===== src/rtl/dds_dac_spi_tx.sv =====
// ---------------------------------------------------------------------------
// dds_dac_spi_tx
//
// Output stage of the DDS core. It scales a signed 10-bit sine sample by an
// unsigned Q1.7 gain, converts the result to 12-bit offset binary and sends
// it to an external serial DAC as a 16-bit frame {CTRL, code12}, MSB first.
// A one-entry holding register with a valid/ready handshake lets the DDS run
// at its own sample rate. Samples offered while the register is full are
// dropped.
//
// Frame timing (one frame, CLK_DIV = clk cycles per SCLK half-period):
//   SETUP : CLK_DIV cycles, cs_n low, sclk low, first bit on din
//   SHIFT : 32 half-periods, sclk rises on entry and then toggles every
//           CLK_DIV cycles. din advances on each sclk fall.
//   HOLD  : CLK_DIV cycles, cs_n high
//   IDLE  : one cycle minimum, where the next frame is loaded
//
// Optional feature (macro DDS_DAC_MUTE_MIDSCALE_EN): when enable falls, one
// midscale frame {CTRL, 12'h800} is sent after any frame in flight.
//
// Ports:
//   clk        in   system clock, rising edge
//   rst_n      in   asynchronous active-low reset
//   enable     in   1 = accept samples and start frames
//   gain[7:0]  in   amplitude scale, 128 = unity
//   in_valid   in   sample qualifier
//   in_sample  in   signed two's-complement sample [9:0]
//   in_ready   out  enable & hold register empty (combinational)
//   dac_cs_n   out  DAC chip select, active low
//   dac_sclk   out  serial clock, idle low
//   dac_din    out  serial data, changes after sclk falls
//   busy       out  frame in progress (or midscale frame pending)
// ---------------------------------------------------------------------------
module dds_dac_spi_tx #(
    parameter int          CLK_DIV = 4,
    parameter logic [3:0]  CTRL    = 4'h3
) (
    input  logic        clk,
    input  logic        rst_n,
    input  logic        enable,
    input  logic [7:0]  gain,
    input  logic        in_valid,
    input  logic [9:0]  in_sample,
    output logic        in_ready,
    output logic        dac_cs_n,
    output logic        dac_sclk,
    output logic        dac_din,
    output logic        busy
);

    localparam logic [1:0] ST_IDLE  = 2'd0;
    localparam logic [1:0] ST_SETUP = 2'd1;
    localparam logic [1:0] ST_SHIFT = 2'd2;
    localparam logic [1:0] ST_HOLD  = 2'd3;

    localparam int                 CNT_W    = $clog2(CLK_DIV);
    localparam logic [CNT_W-1:0]   CNT_LAST = CNT_W'(CLK_DIV - 1);
    localparam logic [4:0]         HALF_LAST = 5'd31;

    logic [1:0]        state_q, state_d;
    logic [CNT_W-1:0]  cnt_q, cnt_d;
    logic [4:0]        half_q, half_d;
    logic [15:0]       shift_q, shift_d;
    logic [11:0]       hold_q, hold_d;
    logic              hold_full_q, hold_full_d;
    logic              cs_n_q, cs_n_d;
    logic              sclk_q, sclk_d;
    logic              din_q, din_d;

    // ------------------------------------------------------------------
    // Sample scaling: 10b signed x 9b signed-positive gain -> 19b product.
    // The arithmetic shift floors toward minus infinity, then the result
    // is clamped to the 10-bit range before offset-binary conversion.
    // ------------------------------------------------------------------
    logic signed [18:0] prod;
    logic signed [18:0] scaled;
    logic signed [9:0]  sat;
    logic [11:0]        code12;

    always_comb begin
        prod   = $signed(in_sample) * $signed({1'b0, gain});
        scaled = prod >>> 7;
        if (scaled > 19'sd511) begin
            sat = 10'sd511;
        end else if (scaled < -19'sd512) begin
            sat = 10'h200;
        end else begin
            sat = scaled[9:0];
        end
        // Inverting the sign bit turns two's complement into offset binary.
        code12 = {~sat[9], sat[8:0], 2'b00};
    end

    assign in_ready = enable & ~hold_full_q;

    logic        capture;
    logic        start;
    logic [15:0] start_frame;
    logic        cnt_end;

`ifdef DDS_DAC_MUTE_MIDSCALE_EN
    localparam logic [11:0] MIDSCALE = 12'h800;
    logic enable_q, enable_d;
    logic mute_pend_q, mute_pend_d;
`endif

    always_comb begin
        // NOTE: every signal assigned here gets a default first so that no
        // path leaves it unassigned, which would otherwise infer a latch.
        state_d     = state_q;
        cnt_d       = cnt_q;
        half_d      = half_q;
        shift_d     = shift_q;
        hold_d      = hold_q;
        hold_full_d = hold_full_q;
        cs_n_d      = cs_n_q;
        sclk_d      = sclk_q;
        din_d       = din_q;
        start       = 1'b0;
        start_frame = {CTRL, hold_q};
        cnt_end     = (cnt_q == CNT_LAST);
        capture     = in_valid & in_ready;
`ifdef DDS_DAC_MUTE_MIDSCALE_EN
        enable_d    = enable;
        mute_pend_d = mute_pend_q;
`endif

        if (capture) begin
            hold_d      = code12;
            hold_full_d = 1'b1;
        end
        // A sample still waiting when enable drops is thrown away.
        if (!enable) begin
            hold_full_d = 1'b0;
        end

        case (state_q)
            ST_IDLE: begin
                cnt_d = '0;
`ifdef DDS_DAC_MUTE_MIDSCALE_EN
                // The mute frame takes priority over any held sample.
                if (mute_pend_q) begin
                    start       = 1'b1;
                    start_frame = {CTRL, MIDSCALE};
                    mute_pend_d = 1'b0;
                end else
`endif
                if (hold_full_q && enable) begin
                    start       = 1'b1;
                    hold_full_d = 1'b0;
                end
            end
            ST_SETUP: begin
                cnt_d = cnt_q + 1'b1;
                if (cnt_end) begin
                    cnt_d   = '0;
                    half_d  = '0;
                    sclk_d  = 1'b1;
                    state_d = ST_SHIFT;
                end
            end
            ST_SHIFT: begin
                cnt_d = cnt_q + 1'b1;
                if (cnt_end) begin
                    cnt_d = '0;
                    if (half_q == HALF_LAST) begin
                        // sclk is already low here: the 16th fall opened
                        // this last half-period.
                        cs_n_d  = 1'b1;
                        sclk_d  = 1'b0;
                        state_d = ST_HOLD;
                    end else begin
                        half_d = half_q + 1'b1;
                        sclk_d = ~sclk_q;
                        if (sclk_q) begin
                            din_d   = shift_q[15];
                            shift_d = {shift_q[14:0], 1'b0};
                        end
                    end
                end
            end
            default: begin // ST_HOLD
                cnt_d = cnt_q + 1'b1;
                if (cnt_end) begin
                    cnt_d   = '0;
                    state_d = ST_IDLE;
                end
            end
        endcase

        if (start) begin
            state_d = ST_SETUP;
            cnt_d   = '0;
            cs_n_d  = 1'b0;
            din_d   = start_frame[15];
            shift_d = {start_frame[14:0], 1'b0};
        end

`ifdef DDS_DAC_MUTE_MIDSCALE_EN
        // Set after the clear so that a fresh drop is never lost.
        if (enable_q && !enable) begin
            mute_pend_d = 1'b1;
        end
`endif
    end

    // NOTE: sequential state uses non-blocking assignments so every flop
    // samples the pre-edge value of every other flop.
    always_ff @(posedge clk or negedge rst_n) begin
        if (!rst_n) begin
            state_q     <= ST_IDLE;
            cnt_q       <= '0;
            half_q      <= '0;
            shift_q     <= '0;
            hold_q      <= '0;
            hold_full_q <= 1'b0;
            cs_n_q      <= 1'b1;
            sclk_q      <= 1'b0;
            din_q       <= 1'b0;
        end else begin
            state_q     <= state_d;
            cnt_q       <= cnt_d;
            half_q      <= half_d;
            shift_q     <= shift_d;
            hold_q      <= hold_d;
            hold_full_q <= hold_full_d;
            cs_n_q      <= cs_n_d;
            sclk_q      <= sclk_d;
            din_q       <= din_d;
        end
    end

`ifdef DDS_DAC_MUTE_MIDSCALE_EN
    always_ff @(posedge clk or negedge rst_n) begin
        if (!rst_n) begin
            enable_q    <= 1'b0;
            mute_pend_q <= 1'b0;
        end else begin
            enable_q    <= enable_d;
            mute_pend_q <= mute_pend_d;
        end
    end

    assign busy = (state_q != ST_IDLE) | mute_pend_q;
`else
    assign busy = (state_q != ST_IDLE);
`endif

    assign dac_cs_n = cs_n_q;
    assign dac_sclk = sclk_q;
    assign dac_din  = din_q;

endmodule


===== config.mk =====
export PLATFORM = sky130hd
export DESIGN_NAME = dds_dac_spi_tx
export DESIGN_NICKNAME = d
export VERILOG_FILES = /design/src/rtl/dds_dac_spi_tx.sv
export SDC_FILE = /design/constraint.sdc
export NUM_CORES = 1
export LEC_CHECK = 0
export CORE_MARGIN = 1
export CORE_UTILIZATION = 25
export CTS_BUF_LIST = sky130_fd_sc_hd__clkbuf_4 sky130_fd_sc_hd__clkbuf_8
export DETAILED_ROUTE_END_ITERATION = 7
export PLACE_DENSITY = 0.4
export SYNTH_ARGS = -nofsm -noshare
export SYNTH_HDL_FRONTEND = slang
export SYNTH_SLANG_ARGS = --single-unit

===== constraint.sdc =====
create_clock -name clk -period 2.25 [get_ports clk]
set_clock_uncertainty 0.2 [all_clocks]
set_input_delay 0.225 -clock clk [delete_from_list [all_inputs] [get_ports clk]]
set_output_delay 0.225 -clock clk [all_outputs]
set_load 0.05 [all_outputs]

# Word-level counts from Yosys, hierarchy flattened
# Cells that the tools add are included.
[word_totals]
in_bits = 22
word_cells = 81
register_bits = 39
output_inout_bits = 5
[op_classes]
n_bitwise = 5
muxes = 39
mul = 1
addsub = 2
n_eq_ne = 10
n_lt_le_gt_ge = 2
n_reduce_logical = 13
[op_table]
columns = ["operator", "n"]
rows = [
  ["16-bit 2-to-1 mux", 5],
  ["10-bit 2-to-1 mux", 2],
  ["10-bit by 9-bit multiplier with 19-bit output", 1],
  ["1-bit 2-to-1 mux", 18],
  ["2-bit 2-to-1 mux", 8],
  ["5-bit 2-to-1 mux", 3],
  ["12-bit by 10-bit greater-than comparator with 1-bit output, second input constant", 1],
  ["12-bit by 10-bit < comparator with 1-bit output, second input constant", 1],
  ["2-bit nonzero test", 6],
  ["2-bit inequality test, second input constant", 5],
  ["5-bit case mux with 2 select lines", 1],
  ["3-bit AND reduction", 3],
  ["4-bit AND reduction", 2],
  ["2-bit case mux with 3 select lines", 1],
  ["5-bit by 1-bit adder with 5-bit output, second input constant", 1],
  ["5-bit == test, second input constant", 1],
  ["2-bit == test, second input constant", 2],
  ["3-bit inequality test, second input constant", 1],
  ["1-bit NOT", 3],
  ["2-bit by 1-bit adder with 2-bit output, second input constant", 1],
  ["1-bit bitwise AND", 2],
  ["2-bit by 1-bit == test with 1-bit output, second input constant", 1],
  ["2-bit zero test", 1],
  ["1-bit case mux with 2 select lines", 1],
  ["1-bit logical AND", 1],
]

# Depth between registers and ports, before layout
[logic_depth]
ltp_word = 7
ltp_mapped = 21
mapped_depth_nobuf = 18

# Worst setup path before layout
# OpenSTA, ideal clock, no wires.
[synth_path]
path_type = "input port to flip-flop"
start = "in gain[2]"
end = "reg hold_q[10]"
setup_time_ps = 77
cell_stages = 19
slack_ps = -2855
path_buffers = 2
required_ps = 1973
arrival_ps = 4828
cell_sequence = "clkbuf_1 and2_1 fa_1 inv_1 fa_1 inv_1 fa_1 inv_1 fa_1 inv_1 ha_1 clkbuf_1 and4_1 o21a_1 a21o_1 a221o_1 xnor2_4 a21oi_2 o21ai_1"
[synth_between]
elab_chain_cells = 4
elab_cells_between_ends = 5
classes_between = "mul (1); order compare (2); mux (2)"
[synth_lines]
columns = ["element", "line_no", "text"]
rows = [
  ["start: declaration", "41", "input logic [7:0] gain,"],
  ["10-bit by 9-bit multiplier with 19-bit output *", "81", "prod = $signed(in_sample) * $signed({1'b0, gain});"],
  ["12-bit by 10-bit < comparator with 1-bit output", "85", "end else if (scaled < -19'sd512) begin"],
  ["10-bit 2-to-1 mux", "85", ""],
  ["10-bit 2-to-1 mux *", "83", "if (scaled > 19'sd511) begin"],
  ["end signal: assignment", "225", "hold_q <= hold_d;"],
  ["end: declaration", "64", "logic [11:0] hold_q, hold_d;"],
]
# Mark *: on every way between the ends. The rest lies on a longest branch, timed or not.
# A chain may end at the register's enable or synchronous reset.

# Worst setup path after layout
[layout_path]
start = "in gain[4]"
end = "reg hold_q[10]"
# Same word-level chain as after synthesis.

==> PnR_summary.wiki <==
{| class="wikitable"
! Metric !! Value
|-
| Result of the run || finished with violations
|-
| Failing checks || negative setup slack
|-
| Final clock period utilization by the worst path || 202.8%
|-
| Setup repair after global routing missed its margin || yes
|-
| Final core utilization || 35.08%
|-
| Final worst path period need || 4563 ps
|-
| Source-to-sink clock delay at the later pin of the worst-skew pair || 290 ps
|-
| Number of warnings printed during yosys synthesis || 0
|-
| HPWL reported at the end of detailed placement || 10.21 mm
|-
| Leakage power total || 3.412 nW
|-
| Cell types occupying the most area after synthesis || fa_1 (26%), dfrtp_1 (17%), ha_1 (9.9%), inv_1 (8.3%), and2_1 (5.3%)
|-
| Placer Congestion || 0.8019
|-
| Async set or reset register ratio after synthesis || 100.0%
|-
| Total Routed Length || 12.29 mm
|-
| Routed len/inst || 12.91 µm
|-
| Met1 demand-to-capacity share in global routing || 16.38%
|-
| Area grow syn2layout || 36.18%
|-
| Pre-CTS setup slack || -3311 ps
|-
| Fraction of post-synthesis cell area in the top cell type by area || 25.70%
|-
| Type of the worst setup path || in2reg
|-
| Hold Worst Slack || 146.3 ps
|-
| CTS tree || done
|-
| IO Count || 27
|-
| Largest fanout on the critical path || 9
|-
| Clock root cell || clkbuf_8
|-
| Post-synth EDFFs || 0
|-
| Final number of setup-violating endpoints || 10
|-
| Width of the chip || 144.3 µm
|-
| Setup crit end kind || flop
|-
| Clock-pin slew on the worst setup and hold paths || 80 ps
|-
| Floorplan die height || 144.3 µm
|-
| Maxcap violations || 0
|-
| Area of the mapped netlist || 0.005062 mm²
|-
| Sequential area share after synthesis || 17.82%
|-
| Core box area || 0.01965 mm²
|-
| Fill cell count || 2,107
|-
| Proportion of layout cells with a drive suffix above 1 || 29.84%
|-
| Measured slew at the worst slew-check pin || 488.9 ps
|-
| H-tree levels || 2
|-
| Post-route setup slack || -2313 ps
|-
| R2R Setup Slk || 180 ps
|-
| Required @ worst endpoint || 2270 ps
|-
| Most Used Layer, Global Route || met2
|-
| Max-slew violation total from the final report || 0
|-
| Met3 usage in global routing || 0.8940%
|-
| Max_slew headroom || 67.30%
|-
| Hold violation total from the final report || 0
|-
| Pin count of the biggest net entering global routing || 37
|-
| Vias in the first global route || 4,619
|-
| First drt pass iteration count || 4
|-
| Clock Tree Buf Depth || 2
|-
| Remaining number of nets flagged by the antenna check after routing || 0
|-
| Grt ovf || 0
|-
| Synth area leader || fa_1
|-
| Die footprint || 0.02082 mm²
|-
| Worst reg2reg path startpoint || half_q[0]
|-
| FF+latch count, synth || 36
|-
| Average vias per placed instance || 4.415
|-
| Most frequent standard cell in the layout excluding fill and tap cells || inv_1
|-
| Worst min-delay path category || in2async
|-
| Port Buf Inserts || 26
|-
| Total DRC errors in the routed layout || 0
|-
| Total number of clock tree sinks || 36
|-
| First element of the critical path || gain[4]
|-
| P per Cell Area || 1721 mW/mm²
|-
| Worst VDD drop || 0.9199 mV
|-
| Initial Util || 25.76%
|-
| Mean area per synthesized cell || 8.866 µm²
|-
| Diode count || 0
|-
| Cell count after synthesis || 571
|-
| Startpoint class of the critical path || primary input
|-
| Number of buffers inserted during clock tree synthesis || 5
|-
| Commonest register cell after synthesis || dfrtp_1
|-
| DRC violation total after the first TritonRoute iteration || 123
|-
| Count of cell types in the netlist || 55
|-
| Commonest cells after routing, fill and taps aside || inv_1 (95), buf_4 (88), nand2_1 (64)
|-
| Num rows || 51
|-
| Net total in the final layout || 813
|-
| Nets in the synthesized netlist || 698
|-
| Antenna violations before repair || 0
|-
| Overall global routing resource usage || 13.04%
|-
| GR Util met2 || 24.49%
|-
| Wire length of the first global-routing pass || 21.69 mm
|-
| Vias || 4,203
|-
| Achievable clock frequency || 219.2 MHz
|-
| Crit path arrival time || 4590 ps
|}
## report_power, final
part           internal, W  switching (W)  leakage (nW)
clock             0.000216       0.000247        0.0479
sequential        0.000931       0.000166         0.444
combinational      0.00528        0.00503          2.92
## kinds of logic (layout without fill, tap and decap cells)
| family | count (synthesis) | count (layout) | share of synthesized area, % |
|---|---|---|---|
| AOI/OAI and AO/OA | 116 | 116 | 15.72 |
| muxes | 15 | 15 | 2.991 |
| xor gates and xnor gates | 10 | 10 | 2.101 |
| and+or+nand+nor | 158 | 158 | 15.74 |
| buffers and inverters | 131 | 247 | 10.03 |
| adders and majority gates | 105 | 105 | 35.59 |
| DFF | 36 | 36 | 17.82 |
## synth_stat cells (2+ instances only)
library cell  number
and4_1             3
nor3_1            10
inv_1            112
and3_1             4
o2111a_1           2
a21oi_2           10
nor2b_1            5
o21a_1             3
fa_1              65
o22ai_1            2
nand4b_1           2
dfrtp_1           35
nor4_1             2
and2_1            43
nand3_1            3
clkbuf_1          12
a211o_1            2
ha_1              40
nand2b_1           2
nor2_1            11
mux2i_1           14
a21oi_1            7
or2_1              2
o21ai_0           37
o21ai_1           12
a211oi_1           2
buf_2              4
xnor2_1            8
a31oi_1            4
o211a_1            2
a22o_1             8
a311oi_1           4
a21o_1            10
nand2_1           68
## metrics by stage
stage / total power, W / instance area (µm²) / std cells / TNS, ps
final: 0.01186 / 6894 / 952 / -22980
after global routing: 0.01303 / 6894 / 952 / -24660
after CTS: 0.01146 / 6739 / 946 / -23120
after detailed placement: 0.009464 / 6322 / 922 / -32760
after global placement: 0.009353 / 6322 / 922 / -32440
after floorplan: 0.006951 / 5286 / 571 / -24870
## final cells by class
type / instances / area, µm² / area share [%]
tap: 265 / 331.6 / 4.809
sequential: 36 / 902.1 / 13.09
clock buffer: 5 / 68.82 / 0.9982
multi-input combinational: 404 / 3988 / 57.84
inverter: 112 / 422.9 / 6.134
clock inverter: 3 / 18.77 / 0.2722
timing repair buffer: 127 / 1162 / 16.86
## final timing paths
check,to,cells after the start
max in group asynchronous,dac_cs_n,2
worst min register to register,cnt_q[0],1
min in group clk,cnt_q[0],1
worst max register to register,shift_q[7],8
worst min-delay path,half_q[4],2
worst max-delay path,hold_q[10],20
## critical path: stages
cell       delay [ps]
buf_8             120
and2_4            160
fa_1              590
inv_2              70
buf_6             120
fa_1              470
inv_1              50
fa_1              520
inv_2              40
fa_2              520
inv_2              40
ha_4              150
a21o_1            160
a21o_1            200
buf_6             120
o41ai_4           380
xnor2_4           230
clkbuf_16         220
o21ai_1            70
o21ai_1           140
## what timing repair did
item | CTS | global route
setup endpoints to repair | 10 | 10
hold buffers | 0 | 0
buffers inserted | 14 | 5
resized for setup | 115 | 38
pin swaps | 48 | 25
gates cloned | 2 | 1
## per-layer routing
| metal | routed length, µm | vias up |
|---|---|---|
| met5 | 0 | - |
| met4 | 93 | 0 |
| met3 | 154 | 6 |
| met2 | 6256 | 25 |
| met1 | 5789 | 2090 |
| li1 | - | 2082 |
## registers in the layout (all words and copies together), names as in the netlist
name	count
cnt_q	2
dac_cs_n	1
dac_din	1
dac_sclk	1
half_q	5
hold_full_q	1
hold_q	10
shift_q	13
state_q	2
(Power assumes the default switching activity.)
==> patch 1 (same flow settings) <==
Register the input `gain` before use. The logic sees it one clock later. The other inputs are not delayed to match.
--- a/src/rtl/dds_dac_spi_tx.sv
+++ b/src/rtl/dds_dac_spi_tx.sv
@@ -58,4 +58,10 @@
     localparam logic [4:0]         HALF_LAST = 5'd31;
 
+    logic [7:0] gain_q;
+
+    always_ff @(posedge clk) begin
+        gain_q <= gain;
+    end
+
     logic [1:0]        state_q, state_d;
     logic [CNT_W-1:0]  cnt_q, cnt_d;
@@ -79,5 +85,5 @@
 
     always_comb begin
-        prod   = $signed(in_sample) * $signed({1'b0, gain});
+        prod   = $signed(in_sample) * $signed({1'b0, gain_q});
         scaled = prod >>> 7;
         if (scaled > 19'sd511) begin
Function: no difference found for any inputs over 10 cycles, from zero or initial values and one cycle with rst_n low; that may be too few to reach the edited logic, so the function may still have changed.
==> patch 1 against the unedited design <==
The run still ends with setup timing left. Combinational power shrank 17%. Area after synthesis up 0.27%. Final area fell by 4.3%. Fmax is 9.3% lower. Sequential power increased by 13%. Power shrank 11%. Setup slack worse by 470 ps. Die area is 0.27% higher. Sequential cell count up 8. Routed wire length decreased by 9.8%. Non-clock buffer count fell by 29. Global-route usage is 1.6 points lower. Via count down 12%. Largest cell class unchanged.
==> patch 1: results (changes against the unedited design) <==
[worst_setup_path]
start_kind=flop
arrival_ps=5040  ; +450 ps
worstReg2RegStart=gain_q[2]
crit_slowest_cell=fa_2

[drt]
drt_iter0_markers=85  ; -31%
drt_wl_total_mm=11.09  ; -9.8%
met3_length_um=246  ; +60%
wl_met2_mm=5.334  ; -15%
routedWlPerCell_um=12.33  ; -4.5%

[cts]
path_clk_slew_ps=100  ; +20 ps

[sta]
finalSetupTns_ps=-27060  ; -4076 ps
tightest_slew_ps=504.1  ; +15.16 ps
setup_viol=10  ; unchanged
worst_slack_ps=-2780  ; -466.8 ps

[synthesis]
syn_nets=668  ; -4.3%
yosys-top-cells-count=113 x inv_1, 65 x fa_1, 63 x nand2_1, 45 x and2_1, 40 x ha_1
synth_adder_area_share_pct=35.49  ; -0.096 points
async_reset_ff_share_pct=81.82  ; -18 points
synth_xor_area_share_pct=3.475  ; +1.4 points
yosysSeqAreaShare_pct=20.93  ; +3.1 points

[placed_design]
dp_hpwl_mm=9.191  ; -10%
gp_congestion=0.7667  ; -4.4%

[cells_and_area]
final_layout_size_suffix_gt1_share_pct=25.24  ; -4.6 points

[global_routing]
track_usage_pct=11.47  ; -1.6 points
grt_pass1_vias=3952  ; -14%

[status]
status=finished, violations left
violations=setup timing

[power_and_ir_drop]
p_switching_mw=4.892  ; -10%

==> patch 1: final timing paths <==
check,endpoint,depth (start not counted),slack [ps]
hold reg to reg,cnt_q[0],1,240
hold / removal,half_q[2],2,100
max in group asynchronous,shift_q[15],2,1400
setup reg to reg,hold_q[7],19,-2780
setup / recovery,hold_q[7],19,-2780
min in group clk,gain_q[5],1,110
==> patch 1: cells by family (layout without fill, tap and decap cells) <==
kind of cell	after synthesis	in the layout
compound gates	82	82
xor+xnor	14	16
fa+ha+maj	105	105
buf+inv	128	219
flops	44	44
mux	16	16
simple gates	152	152
==> patch 1: repair_timing <==
action,CTS,global route
pin swaps,8,5
buffers inserted,2,6
gates cloned,1,1
endpoints found under the setup margin,10,10
gates resized for setup,25,23
hold buffers,0,0
==> patch 1: layout make-up <==
cell class,instances,area (sq um)
Tap cell,265,331.6
Inverter,113,426.7
Clock inverter,3,46.29
Multi-Input combinational cell,371,3819
Clock buffer,5,68.82
Fill cell,2123,13060
Sequential cell,44,1080
Timing Repair Buffer,98,823.3
==> patch 1: power groups by stage <==
stage	clock [mW]	sequential [mW]	combinational, mW
3_3_place_gp	0	1.26	7.49
4_1_cts	0.735	1.25	7.89
5_1_grt	0.754	1.27	9.61
6_report	0.684	1.24	8.60
3_5_place_dp	0	1.27	7.51
2_1_floorplan	0	1.29	5.35
==> patch 1: per-layer routing <==
| layer | GRT usage, % | vias to the layer above |
|---|---|---|
| met4 | 2.992 | 0 |
| met5 | 0 | - |
| met1 | 14.79 | 1776 |
| met3 | 1.921 | 11 |
| met2 | 19.74 | 36 |
| li1 | - | 1887 |
==> patch 1: metrics by stage <==
step	instance area [sq um]	worst slack, ps
2_1_floorplan	5285	-2623
3_3_place_gp	6222	-3305
3_5_place_dp	6222	-3378
4_1_cts	6437	-2776
5_1_grt	6595	-3022
6_report	6595	-2780
==> patch 1: worst max-delay path, delay by kind of cell (launching register included) <==
family	cells	cell delay, ps
xor+xnor	1	150
simple gates	4	580
flops	1	380
fa+ha+maj	5	2280
compound gates	4	1000
buf+inv	5	330
==> patch 2 (same flow settings) <==
Made on the original files. Set the parameter `CLK_DIV` to 16 (it was 4).
--- a/src/rtl/dds_dac_spi_tx.sv
+++ b/src/rtl/dds_dac_spi_tx.sv
@@ -33,5 +33,5 @@
 // ---------------------------------------------------------------------------
 module dds_dac_spi_tx #(
-    parameter int          CLK_DIV = 4,
+    parameter int          CLK_DIV = 16,
     parameter logic [3:0]  CTRL    = 4'h3
 ) (
Function: changed (a bounded check fails within 10 cycles, from zero or initial values and one cycle with rst_n low).
==> patch 2 against the unedited design <==
The run still ends with setup timing left. Routed wire length grew 3.5%. Final area is 1.7% higher. Area after synthesis rose by 3.0%. Setup slack got worse by 94 ps. Synthesized cell count rose by 3.5%. Power is 7.1% lower. First-iteration DRC count rose by 1.6%. Sequential cell count is 2 higher. Clock power grew 49%. Largest power group unchanged.
==> patch 2: results (changes against the unedited design) <==
[drt]
wl_met1_mm=6.380  ; +10%
drt_iter0_markers=125  ; +1.6%
routedWlPerCell_um=13.00  ; +0.69%
met3_length_um=142  ; -7.8%
post_drt_via_cell_ratio=4.333  ; -1.9%
first_pass_iters=4  ; unchanged
wl_met2_mm=6.122  ; -2.1%
routed.top_layer=met4

[global_routing]
antenna_found_initial=0  ; unchanged
grt_util_met1_pct=16.64  ; +0.26 points
grt_pass1_vias=4647  ; +0.61%
grt_use_met2_pct=21.76  ; -2.7 points
grt_pass1_wl_mm=22.09  ; +1.8%
track_usage_pct=12.34  ; -0.70 points
top_usage_layer=met2
met3_usage_pct=1.000  ; +0.11 points
grt_max_degree=39  ; +5.4%

[synthesis]
ys_types=52  ; -5.5%
muxShareOfSynthArea_pct=3.118  ; +0.13 points
yosys-top-cells-count=111 x inv_1, 67 x nand2_1, 65 x fa_1, 43 x and2_1, 40 x ha_1
synth_area_leaders=fa_1 25%, dfrtp_1 18%, ha_1 9.6%
synth_compound_area_share_pct=15.78  ; +0.064 points
synth_adder_area_share_pct=34.54  ; -1.1 points
async_reset_ff_share_pct=100.0  ; unchanged
synth_xor_area_share_pct=2.351  ; +0.25 points
syn_nets=718  ; +2.9%
synth_area_per_cell_sq_um=8.826  ; -0.45%
yosysSeqAreaShare_pct=18.25  ; +0.43 points

[cells_and_area]
final_nets=835  ; +2.7%
finalNonFillerCells=979  ; +2.8%
final_layout_size_suffix_gt1_share_pct=27.36  ; -2.5 points
nFillCells=2103  ; -0.19%
antenna_cells=0  ; unchanged

[sta]
hold_slack_ps=288.0  ; +141.7 ps
setup_viol=10  ; unchanged
tightest_slew_ps=863.5  ; +374.6 ps
finalSetupTns_ps=-23820  ; -840.5 ps
worst_slack_ps=-2407  ; -94.34 ps

[power_and_ir_drop]
ir_worst_vdd_mv=0.7564  ; -18%
p_leak_nw=3.304  ; -3.2%

[placed_design]
gp_congestion=0.7744  ; -3.4%
dpl_cell_area_sq_um=6470  ; +2.3%
dp_hpwl_mm=10.56  ; +3.4%
pre_cts_ws_ps=-3319  ; -7.560 ps
dp_cells=953  ; +3.4%

[hold_path]
min_from=hold_q[4]
hold_class=flop to flop

[worst_setup_path]
reg2reg_depth=8  ; unchanged
reg2reg_slack_ps=160  ; -20 ps
crit_end=hold_q[7]
reg2reg_to=shift_q[10]
critPathTopFamily=adder cells
crit_slowest_cell=fa_2
crit_start=gain[2]
crit_path_max_fanout=4  ; -5
arrival_ps=4680  ; +90 ps

[cts]
root_buffer=clkbuf_8

[status]
status=finished, violations left
violations=setup timing

==> patch 2: power breakdown <==
group	internal, mW	switching, mW
Sequential	0.772	0.0529
Clock	0.444	0.246
Combinational	4.80	4.71
==> patch 2: metrics by stage <==
step	util [%]	total power, mW
global placement	31.77	8.381
global route	34.41	12.08
detailed placement	31.77	8.436
finish	34.41	11.02
CTS	33.94	10.71
floorplan	-	5.975
==> patch 2: layout make-up <==
class / count / share of cell area (%)
multi-input combinational: 420 / 57.78
timing repair buffer: 132 / 15.84
sequential: 38 / 13.59
inverter: 111 / 6.017
tap: 270 / 4.821
clock buffer: 5 / 0.9820
clock inverter: 3 / 0.9820
==> patch 2: repair_timing <==
action,in CTS,in global routing
endpoints found under the hold margin,37,0
endpoints found under the setup margin,10,21
hold buffers,1,0
gates resized for setup,86,39
pin swaps,44,29
cloned,3,1
buffers inserted,11,6
